[src/rtl/pe_ctx_pkg.sv]
// Shared definitions for the multi-context CGRA processing element: opcodes,
// source-select codes, width helpers and the default packed instruction layout.
package pe_ctx_pkg;

    localparam logic [4:0] OP_NOP   = 5'd0;
    localparam logic [4:0] OP_ADD   = 5'd1;
    localparam logic [4:0] OP_SUB   = 5'd2;
    localparam logic [4:0] OP_MUL   = 5'd3;
    localparam logic [4:0] OP_AND   = 5'd4;
    localparam logic [4:0] OP_OR    = 5'd5;
    localparam logic [4:0] OP_XOR   = 5'd6;
    localparam logic [4:0] OP_SHL   = 5'd7;
    localparam logic [4:0] OP_SHR   = 5'd8;
    localparam logic [4:0] OP_SRA   = 5'd9;
    localparam logic [4:0] OP_LT    = 5'd10;
    localparam logic [4:0] OP_EQ    = 5'd11;
    localparam logic [4:0] OP_PASSA = 5'd12;
    localparam logic [4:0] OP_ACC   = 5'd13;

    localparam int unsigned SRC_N   = 0;
    localparam int unsigned SRC_S   = 1;
    localparam int unsigned SRC_W   = 2;
    localparam int unsigned SRC_E   = 3;
    localparam int unsigned SRC_RES = 4;
    localparam int unsigned SRC_R0  = 5;

    function automatic int unsigned sel_w(input int unsigned nreg);
        return $clog2(5 + nreg);
    endfunction

    function automatic int unsigned ri_w(input int unsigned nreg);
        return $clog2(nreg);
    endfunction

    function automatic int unsigned ca_w(input int unsigned depth);
        return $clog2(depth);
    endfunction

    function automatic int unsigned inst_w(input int unsigned nreg);
        return 5 + 7 * sel_w(nreg) + 1 + ri_w(nreg);
    endfunction

    localparam int unsigned DEF_DW   = 32;
    localparam int unsigned DEF_NREG = 4;
    localparam int unsigned DEF_SELW = sel_w(DEF_NREG);
    localparam int unsigned DEF_RIW  = ri_w(DEF_NREG);

    // Instruction word at the default NREG; field order is MSB to LSB.
    typedef struct packed {
        logic [4:0]          opcode;
        logic [DEF_SELW-1:0] sel_a;
        logic [DEF_SELW-1:0] sel_b;
        logic [DEF_SELW-1:0] sel_n;
        logic [DEF_SELW-1:0] sel_s;
        logic [DEF_SELW-1:0] sel_w;
        logic [DEF_SELW-1:0] sel_e;
        logic                rf_we;
        logic [DEF_RIW-1:0]  rf_idx;
        logic [DEF_SELW-1:0] rf_src;
    } inst_t;

endpackage

[src/rtl/pe_ctx_fu.sv]
// Combinational ALU of the PE: computes the next result register value.
// PE_CTX_ACC_EN enables the single-cycle MAC on opcode 13.
module pe_ctx_fu
    import pe_ctx_pkg::*;
#(
    parameter int unsigned DW = 32
) (
    input  logic [DW-1:0] a,
    input  logic [DW-1:0] b,
    input  logic [DW-1:0] res,
    input  logic [4:0]    opcode,
    output logic [DW-1:0] next_res
);

    localparam int unsigned SHW = $clog2(DW);

    logic [SHW-1:0] shamt;
    assign shamt = b[SHW-1:0];

    always_comb begin
        next_res = res;
        case (opcode)
            OP_ADD:   next_res = a + b;
            OP_SUB:   next_res = a - b;
            OP_MUL:   next_res = a * b;
            OP_AND:   next_res = a & b;
            OP_OR:    next_res = a | b;
            OP_XOR:   next_res = a ^ b;
            OP_SHL:   next_res = a << shamt;
            OP_SHR:   next_res = a >> shamt;
            OP_SRA:   next_res = DW'($signed(a) >>> shamt);
            OP_LT:    next_res = DW'($signed(a) < $signed(b));
            OP_EQ:    next_res = DW'(a == b);
            OP_PASSA: next_res = a;
`ifdef PE_CTX_ACC_EN
            OP_ACC:   next_res = res + a * b;
`endif
            default:  next_res = res;
        endcase
    end

endmodule

[src/rtl/pe_ctx.sv]
// Multi-context CGRA processing element: context memory stepped modulo ii,
// shared result register and register file. PE_CTX_ACC_EN enables opcode 13 MAC.
module pe_ctx
    import pe_ctx_pkg::*;
#(
    parameter int unsigned DW        = 32,
    parameter int unsigned NREG      = 4,
    parameter int unsigned CTX_DEPTH = 8
) (
    input  logic                            clk,
    input  logic                            rst,
    input  logic                            cfg_we,
    input  logic [ca_w(CTX_DEPTH)-1:0]      cfg_addr,
    input  logic [inst_w(NREG)-1:0]         cfg_data,
    input  logic                            start,
    input  logic                            stop,
    input  logic [ca_w(CTX_DEPTH):0]        ii,
    input  logic [DW-1:0]                   din_N,
    input  logic [DW-1:0]                   din_S,
    input  logic [DW-1:0]                   din_W,
    input  logic [DW-1:0]                   din_E,
    output logic [DW-1:0]                   dout_N,
    output logic [DW-1:0]                   dout_S,
    output logic [DW-1:0]                   dout_W,
    output logic [DW-1:0]                   dout_E,
    output logic                            busy,
    output logic [ca_w(CTX_DEPTH)-1:0]      pc
);

    localparam int unsigned SELW   = sel_w(NREG);
    localparam int unsigned RIW    = ri_w(NREG);
    localparam int unsigned CAW    = ca_w(CTX_DEPTH);
    localparam int unsigned INST_W = inst_w(NREG);
    localparam int unsigned NSRC   = 1 << SELW;

    typedef struct packed {
        logic [4:0]      opcode;
        logic [SELW-1:0] sel_a;
        logic [SELW-1:0] sel_b;
        logic [SELW-1:0] sel_n;
        logic [SELW-1:0] sel_s;
        logic [SELW-1:0] sel_w;
        logic [SELW-1:0] sel_e;
        logic            rf_we;
        logic [RIW-1:0]  rf_idx;
        logic [SELW-1:0] rf_src;
    } ctx_inst_t;

    typedef enum logic {
        ST_IDLE = 1'b0,
        ST_RUN  = 1'b1
    } state_e;

    state_e          state_q, state_d;
    logic [CAW-1:0]  pc_q, pc_d;
    logic [CAW:0]    ii_q, ii_d;
    logic [DW-1:0]   res_q, res_d;
    logic [DW-1:0]   rf_q [NREG];
    logic [DW-1:0]   rf_d [NREG];
    logic            busy_q, busy_d;

    logic [INST_W-1:0] ctx_mem_q [CTX_DEPTH];
    logic              ctx_we_c;
    ctx_inst_t         inst_c;
    logic              running_c;
    logic [DW-1:0]     src_c [NSRC];
    logic [DW-1:0]     fu_res_c;

    assign running_c = (state_q == ST_RUN);
    assign inst_c    = ctx_inst_t'(ctx_mem_q[pc_q]);

    // FSM next state and context counter; stop wins over pc increment.
    always_comb begin
        state_d  = state_q;
        pc_d     = pc_q;
        ii_d     = ii_q;
        ctx_we_c = 1'b0;
        case (state_q)
            ST_IDLE: begin
                ctx_we_c = cfg_we;
                if (start && (ii != '0) && (ii <= (CAW+1)'(CTX_DEPTH))) begin
                    state_d = ST_RUN;
                    ii_d    = ii;
                    pc_d    = '0;
                end
            end
            ST_RUN: begin
                if (stop) begin
                    state_d = ST_IDLE;
                    pc_d    = '0;
                end else if ((CAW+1)'(pc_q) + (CAW+1)'(1) >= ii_q) begin
                    pc_d = '0;
                end else begin
                    pc_d = pc_q + CAW'(1);
                end
            end
            default: state_d = ST_IDLE;
        endcase
        busy_d = (state_d == ST_RUN);
    end

    // Source bus: neighbours, result, register file; unused codes read 0.
    always_comb begin
        for (int i = 0; i < NSRC; i++) begin
            src_c[i] = '0;
        end
        src_c[SRC_N]   = din_N;
        src_c[SRC_S]   = din_S;
        src_c[SRC_W]   = din_W;
        src_c[SRC_E]   = din_E;
        src_c[SRC_RES] = res_q;
        for (int i = 0; i < NREG; i++) begin
            src_c[SRC_R0 + i] = rf_q[i];
        end
    end

    pe_ctx_fu #(
        .DW (DW)
    ) u_fu (
        .a        (src_c[inst_c.sel_a]),
        .b        (src_c[inst_c.sel_b]),
        .res      (res_q),
        .opcode   (inst_c.opcode),
        .next_res (fu_res_c)
    );

    // RF write sees the pre-update result through the source bus.
    always_comb begin
        res_d = res_q;
        rf_d  = rf_q;
        if (running_c) begin
            res_d = fu_res_c;
            if (inst_c.rf_we) begin
                rf_d[inst_c.rf_idx] = src_c[inst_c.rf_src];
            end
        end
    end

    assign dout_N = running_c ? src_c[inst_c.sel_n] : '0;
    assign dout_S = running_c ? src_c[inst_c.sel_s] : '0;
    assign dout_W = running_c ? src_c[inst_c.sel_w] : '0;
    assign dout_E = running_c ? src_c[inst_c.sel_e] : '0;
    assign busy   = busy_q;
    assign pc     = pc_q;

    always_ff @(posedge clk) begin
        if (rst) begin
            state_q <= ST_IDLE;
            pc_q    <= '0;
            ii_q    <= '0;
            res_q   <= '0;
            busy_q  <= 1'b0;
            for (int i = 0; i < NREG; i++) begin
                rf_q[i] <= '0;
            end
        end else begin
            state_q <= state_d;
            pc_q    <= pc_d;
            ii_q    <= ii_d;
            res_q   <= res_d;
            busy_q  <= busy_d;
            for (int i = 0; i < NREG; i++) begin
                rf_q[i] <= rf_d[i];
            end
        end
    end

    // Context memory survives reset.
    always_ff @(posedge clk) begin
        if (ctx_we_c) begin
            ctx_mem_q[cfg_addr] <= cfg_data;
        end
    end

endmodule

[config.mk]
export PLATFORM = sky130hd
export DESIGN_NAME = pe_ctx
export DESIGN_NICKNAME = d
export VERILOG_FILES = /design/src/rtl/pe_ctx_pkg.sv /design/src/rtl/pe_ctx_fu.sv /design/src/rtl/pe_ctx.sv
export SDC_FILE = /design/constraint.sdc
export NUM_CORES = 2
export LEC_CHECK = 0
export ABC_AREA = 1
export BUFFER_PORTS_ARGS = -buffer_cell sky130_fd_sc_hd__buf_2
export CORE_ASPECT_RATIO = 1.75
export CORE_MARGIN = 4
export CORE_UTILIZATION = 25
export DETAILED_ROUTE_END_ITERATION = 10
export PLACE_DENSITY = 0.38
export SLEW_MARGIN = 25
export SYNTH_ARGS = -nofsm -noshare
export SYNTH_HDL_FRONTEND = slang
export SYNTH_SLANG_ARGS = --single-unit
[constraint.sdc]
create_clock -name clk -period 8 [get_ports clk]
set_input_delay 0.4 -clock clk [delete_from_list [all_inputs] [get_ports clk]]
set_output_delay 0.4 -clock clk [all_outputs]
set_load 0.02 [all_outputs]
==> results summary <==
The run finished, with violations left. The final reports fail on negative setup slack. The via count of the first global-routing pass was 71,800. For this block, the initial DRC count from the detailed router was around 6,700.

Setup violations remaining at the end of the flow were counted as 19. The worst path in the final design needs a cycle of 8.87 ns, including I/O delays and setup. The share of layout cells above drive strength 1 is a little over a fifth. The initial antenna violation count is 24.

For the pin with the worst max-slew slack, the measured transition is 1.13 ns. The worst path buffer plus inverter count came out at 15. The cell at the root of the clock tree is sky130_fd_sc_hd__clkbuf_16. The setup slack after layout is -0.870 ns.

The count of flip-flops with a built-in enable after synthesis is 288. CTS saw ~460 sinks. The leftover overflow at the end of global routing came out at 0. The pre-antenna-repair detailed-routing pass consisted of 9 iterations. Among cell families on the critical path, the largest total delay comes from adder cells. Summed over its instances, the top area cell type makes up 14.3% of the synthesized netlist area. The predominant post-synthesis flop cell is sky130_fd_sc_hd__edfxtp_1. The top cell type by total area after synthesis is sky130_fd_sc_hd__edfxtp_1.

The data required time of the worst path is about 8.6 ns. For this block, the routed nets add up to between 400,000 and 500,000 µm of wire. Data on the critical path arrives at its endpoint at around 9.4 ns. The clock skew after layout came out at approximately 0.085 ns.

The detailed placer's ending HPWL is around 320,000 µm. The clock latency on the worst-skew pair came out at 0.74 ns. During placement, the flow inserted port buffers numbering 307. The core region area came out at ~0.24 mm².

In this run the tightest slew margin relative to its limit is 24.5%. The peak per-stage delay on the critical path is between 0.5 and 0.6 ns. The DRC violation count after routing came out at 0. From left edge to right edge, the die measures about 380 µm. The average cell area after synthesis came out at roughly 6.7 µm². The total of warnings raised by yosys is 0. In the final timing run, aggregate negative setup slack is -11.21 ns. The worst setup path is captured at a flip-flop. Ranked by total cell area, the synthesized netlist is headed by sky130_fd_sc_hd__edfxtp_1 (14%), sky130_fd_sc_hd__fa_1 (14%), sky130_fd_sc_hd__nand3_1 (10%). The min-delay analysis places its worst path in the category in2reg. The die height is 658 µm. The remaining number of nets flagged by the antenna check after routing came out at 0. The final-report hold violation count came out at 0. The number of max-slew violations in the final report is 0. The total via count after detailed routing is 71,800. The total die area came out at around 0.25 mm².

The kind of critical path is reg2reg. The synthesized instance count is about 9,000. After clock tree synthesis, the clock-pin slew on the worst setup and hold paths is about 0.06 ns.

For this run, the top clock speed supported by timing is ~0.11 GHz. TritonCTS built the clock tree. The largest fanout on the critical path is 7. Setup repair after global routing could not meet its margin everywhere. For this design the static power due to leakage is roughly 35 nW.

The final core utilization is between 30% and 40%. The maximum root-to-sink buffer count is 3. The average wire per standard cell is approximately 32 µm. On the critical path, the stage with the largest delay is an instance of sky130_fd_sc_hd__fa_2. The number of nets in the synthesized netlist is a little under 10,000. The number of distinct standard cells referenced by the synthesized netlist is 66. Summing internal, switching and leakage power gives ~20 mW. The TritonCTS buffer count is 54. The effective utilization at floorplan came out at between 20% and 30%. The combined area of all synthesized cells came out at slightly above 0.06 mm². The maximum number of pins on one net before global-route repair is 106. In the final design database the tool counted 10,600 nets. The first-pass GRT wire length is about 560,000 µm.

The power per cell area came out at around 250 mW/mm². After detailed routing, the number of vias per cell comes to between 5 and 6. The global placer's final weighted congestion came out at 0.992. The count of H-tree levels built during CTS came out at 2. The post-synthesis sequential element count is about 460. The placement row count came out at about 240. The launching element type of the critical path is a flip-flop. The final clock period utilization by the worst path is 111%.

The max capacitance violation total is 0. From synthesis to final layout, the design area changed by 30.2%. The async set-reset flop share out of synthesis came out at 0%. The share of the yosys chip area belonging to registers is 20.0%. The overall routing resource usage is 31.6%. The maximum ir drop on the vdd rail came out at just over 0.0006 V.

The worst-case hold slack is between 0.06 and 0.07 ns. For this design the top-level I/O count stands at 308.
[routing by layer]
layer | up-vias | wire, µm | track usage [%]
met5 | - | 129 | 0
met1 | 34900 | 141000 | 32.6
met2 | 3454 | 204000 | 57.0
met3 | 1244 | 23700 | 4.10
li1 | 32100 | - | -
met4 | 22 | 43000 | 25.9
[placed cells by master, fill, tap and decap left out, types with 87 or more instances in the layout]
cell	Yosys	routed
sky130_fd_sc_hd__a21oi_1	990	956
sky130_fd_sc_hd__buf_12	0	105
sky130_fd_sc_hd__buf_2	167	307
sky130_fd_sc_hd__buf_4	42	910
sky130_fd_sc_hd__buf_6	17	87
sky130_fd_sc_hd__dfxtp_1	171	167
sky130_fd_sc_hd__edfxtp_1	288	288
sky130_fd_sc_hd__fa_1	410	370
sky130_fd_sc_hd__ha_1	225	182
sky130_fd_sc_hd__inv_1	1114	1054
sky130_fd_sc_hd__nand2_1	1307	1226
sky130_fd_sc_hd__nand3_1	1232	1169
sky130_fd_sc_hd__nor2_1	618	550
sky130_fd_sc_hd__o211ai_1	118	118
sky130_fd_sc_hd__o21ai_0	1069	1035
sky130_fd_sc_hd__o21ai_1	95	93
sky130_fd_sc_hd__o31ai_1	151	140
[registers in the layout (all words and copies together) (netlist names), named ones only]
name,flops
busy,1
pc,3
ii_q,4
res_q,32
ctx_mem_q,288
rf_q,128
[cell families (layout without fill, tap and decap cells)]
kind of cell | count (synthesis) | in the layout | synth area share [%]
adder cells (fa/ha/maj) | 635 | 635 | 18.3
multiplexers | 13 | 13 | 0.215
AO/OA/AOI/OAI | 2691 | 2691 | 24.9
AND/OR/NAND/NOR | 3276 | 3277 | 23.5
other | 0 | 13 | 0
buffers and inverters | 1893 | 2766 | 12.6
XOR/XNOR | 38 | 38 | 0.564
flip-flops | 459 | 459 | 20.0
[repair_timing]
action                     CTS  global route
hold buffers                40             0
pin swaps                  104           176
setup endpoints to repair   23            23
hold endpoints to repair   292             0
buffers inserted            67            80
cloned                       8             5
resized for setup          467           354
[metrics by stage]
stage	worst slack (ns)	instances	area, µm²
after floorplan	-0.0561	9005	60600
after global placement	-1.82	12700	71300
after detailed placement	-1.87	12700	71300
after CTS	-0.990	12900	76300
after global routing	-1.21	13000	78600
final	-0.870	13000	78600
[Yosys cell counts (16+ instances only)]
library cell and number:
sky130_fd_sc_hd__inv_2 56, sky130_fd_sc_hd__clkbuf_1 399, sky130_fd_sc_hd__nand2_1 1307, sky130_fd_sc_hd__buf_1 91, sky130_fd_sc_hd__a31oi_1 18, sky130_fd_sc_hd__dfxtp_1 171, sky130_fd_sc_hd__ha_1 225, sky130_fd_sc_hd__buf_2 167
sky130_fd_sc_hd__o21a_1 26, sky130_fd_sc_hd__nand4_1 17, sky130_fd_sc_hd__edfxtp_1 288, sky130_fd_sc_hd__or2_2 16, sky130_fd_sc_hd__o21ai_0 1069, sky130_fd_sc_hd__a21oi_1 990, sky130_fd_sc_hd__nand2_2 33, sky130_fd_sc_hd__buf_4 42
sky130_fd_sc_hd__o311ai_0 24, sky130_fd_sc_hd__o21ai_1 95, sky130_fd_sc_hd__a32o_1 16, sky130_fd_sc_hd__o2111ai_1 20, sky130_fd_sc_hd__o22ai_1 50, sky130_fd_sc_hd__nor2_1 618, sky130_fd_sc_hd__xor2_1 29, sky130_fd_sc_hd__inv_1 1114
sky130_fd_sc_hd__fa_1 410, sky130_fd_sc_hd__o31ai_1 151, sky130_fd_sc_hd__buf_6 17, sky130_fd_sc_hd__nand3_1 1232, sky130_fd_sc_hd__o221ai_1 24, sky130_fd_sc_hd__a211oi_1 16, sky130_fd_sc_hd__nor3_1 23, sky130_fd_sc_hd__o211ai_1 118
[cell type report]
| class | count | area [µm²] |
|---|---|---|
| Fill cell | 26200 | 162000 |
| Multi-Input combinational cell | 6654 | 43600 |
| Timing Repair Buffer | 1488 | 12600 |
| Sequential cell | 459 | 12100 |
| Inverter | 1176 | 4520 |
| Tap cell | 3120 | 3900 |
| Clock buffer | 62 | 1420 |
| Clock inverter | 38 | 478 |
| Antenna cell | 13 | 32.5 |
| Timing Repair inverter | 2 | 20.0 |
[worst min-delay path, cell delays in order]
cell and delay [ns]:
sky130_fd_sc_hd__buf_2 0.08, sky130_fd_sc_hd__nor2_1 0.08, sky130_fd_sc_hd__o21a_1 0.19
[power by group]
| group | internal, mW | leakage (nW) | total [mW] | switching, mW |
|---|---|---|---|---|
| Clock | 1.57 | 0.911 | 2.79 | 1.22 |
| Combinational | 6.23 | 30.2 | 14.6 | 8.36 |
| Sequential | 2.56 | 4.00 | 2.59 | 0.0318 |
| Total | 10.4 | 35.1 | 20.0 | 9.62 |
[worst paths after layout]
path	startpoint	endpoint	slack [ns]	cells past startpoint
setup / recovery	flip-flop	res_q[22]	-0.87	42
hold / removal	stop	busy	0.07	3
setup reg to reg	flip-flop	res_q[22]	-0.87	42
hold reg to reg	ii_q[1]	ii_q[1]	0.47	2
Note: power is estimated with default switching activity, not from simulation.
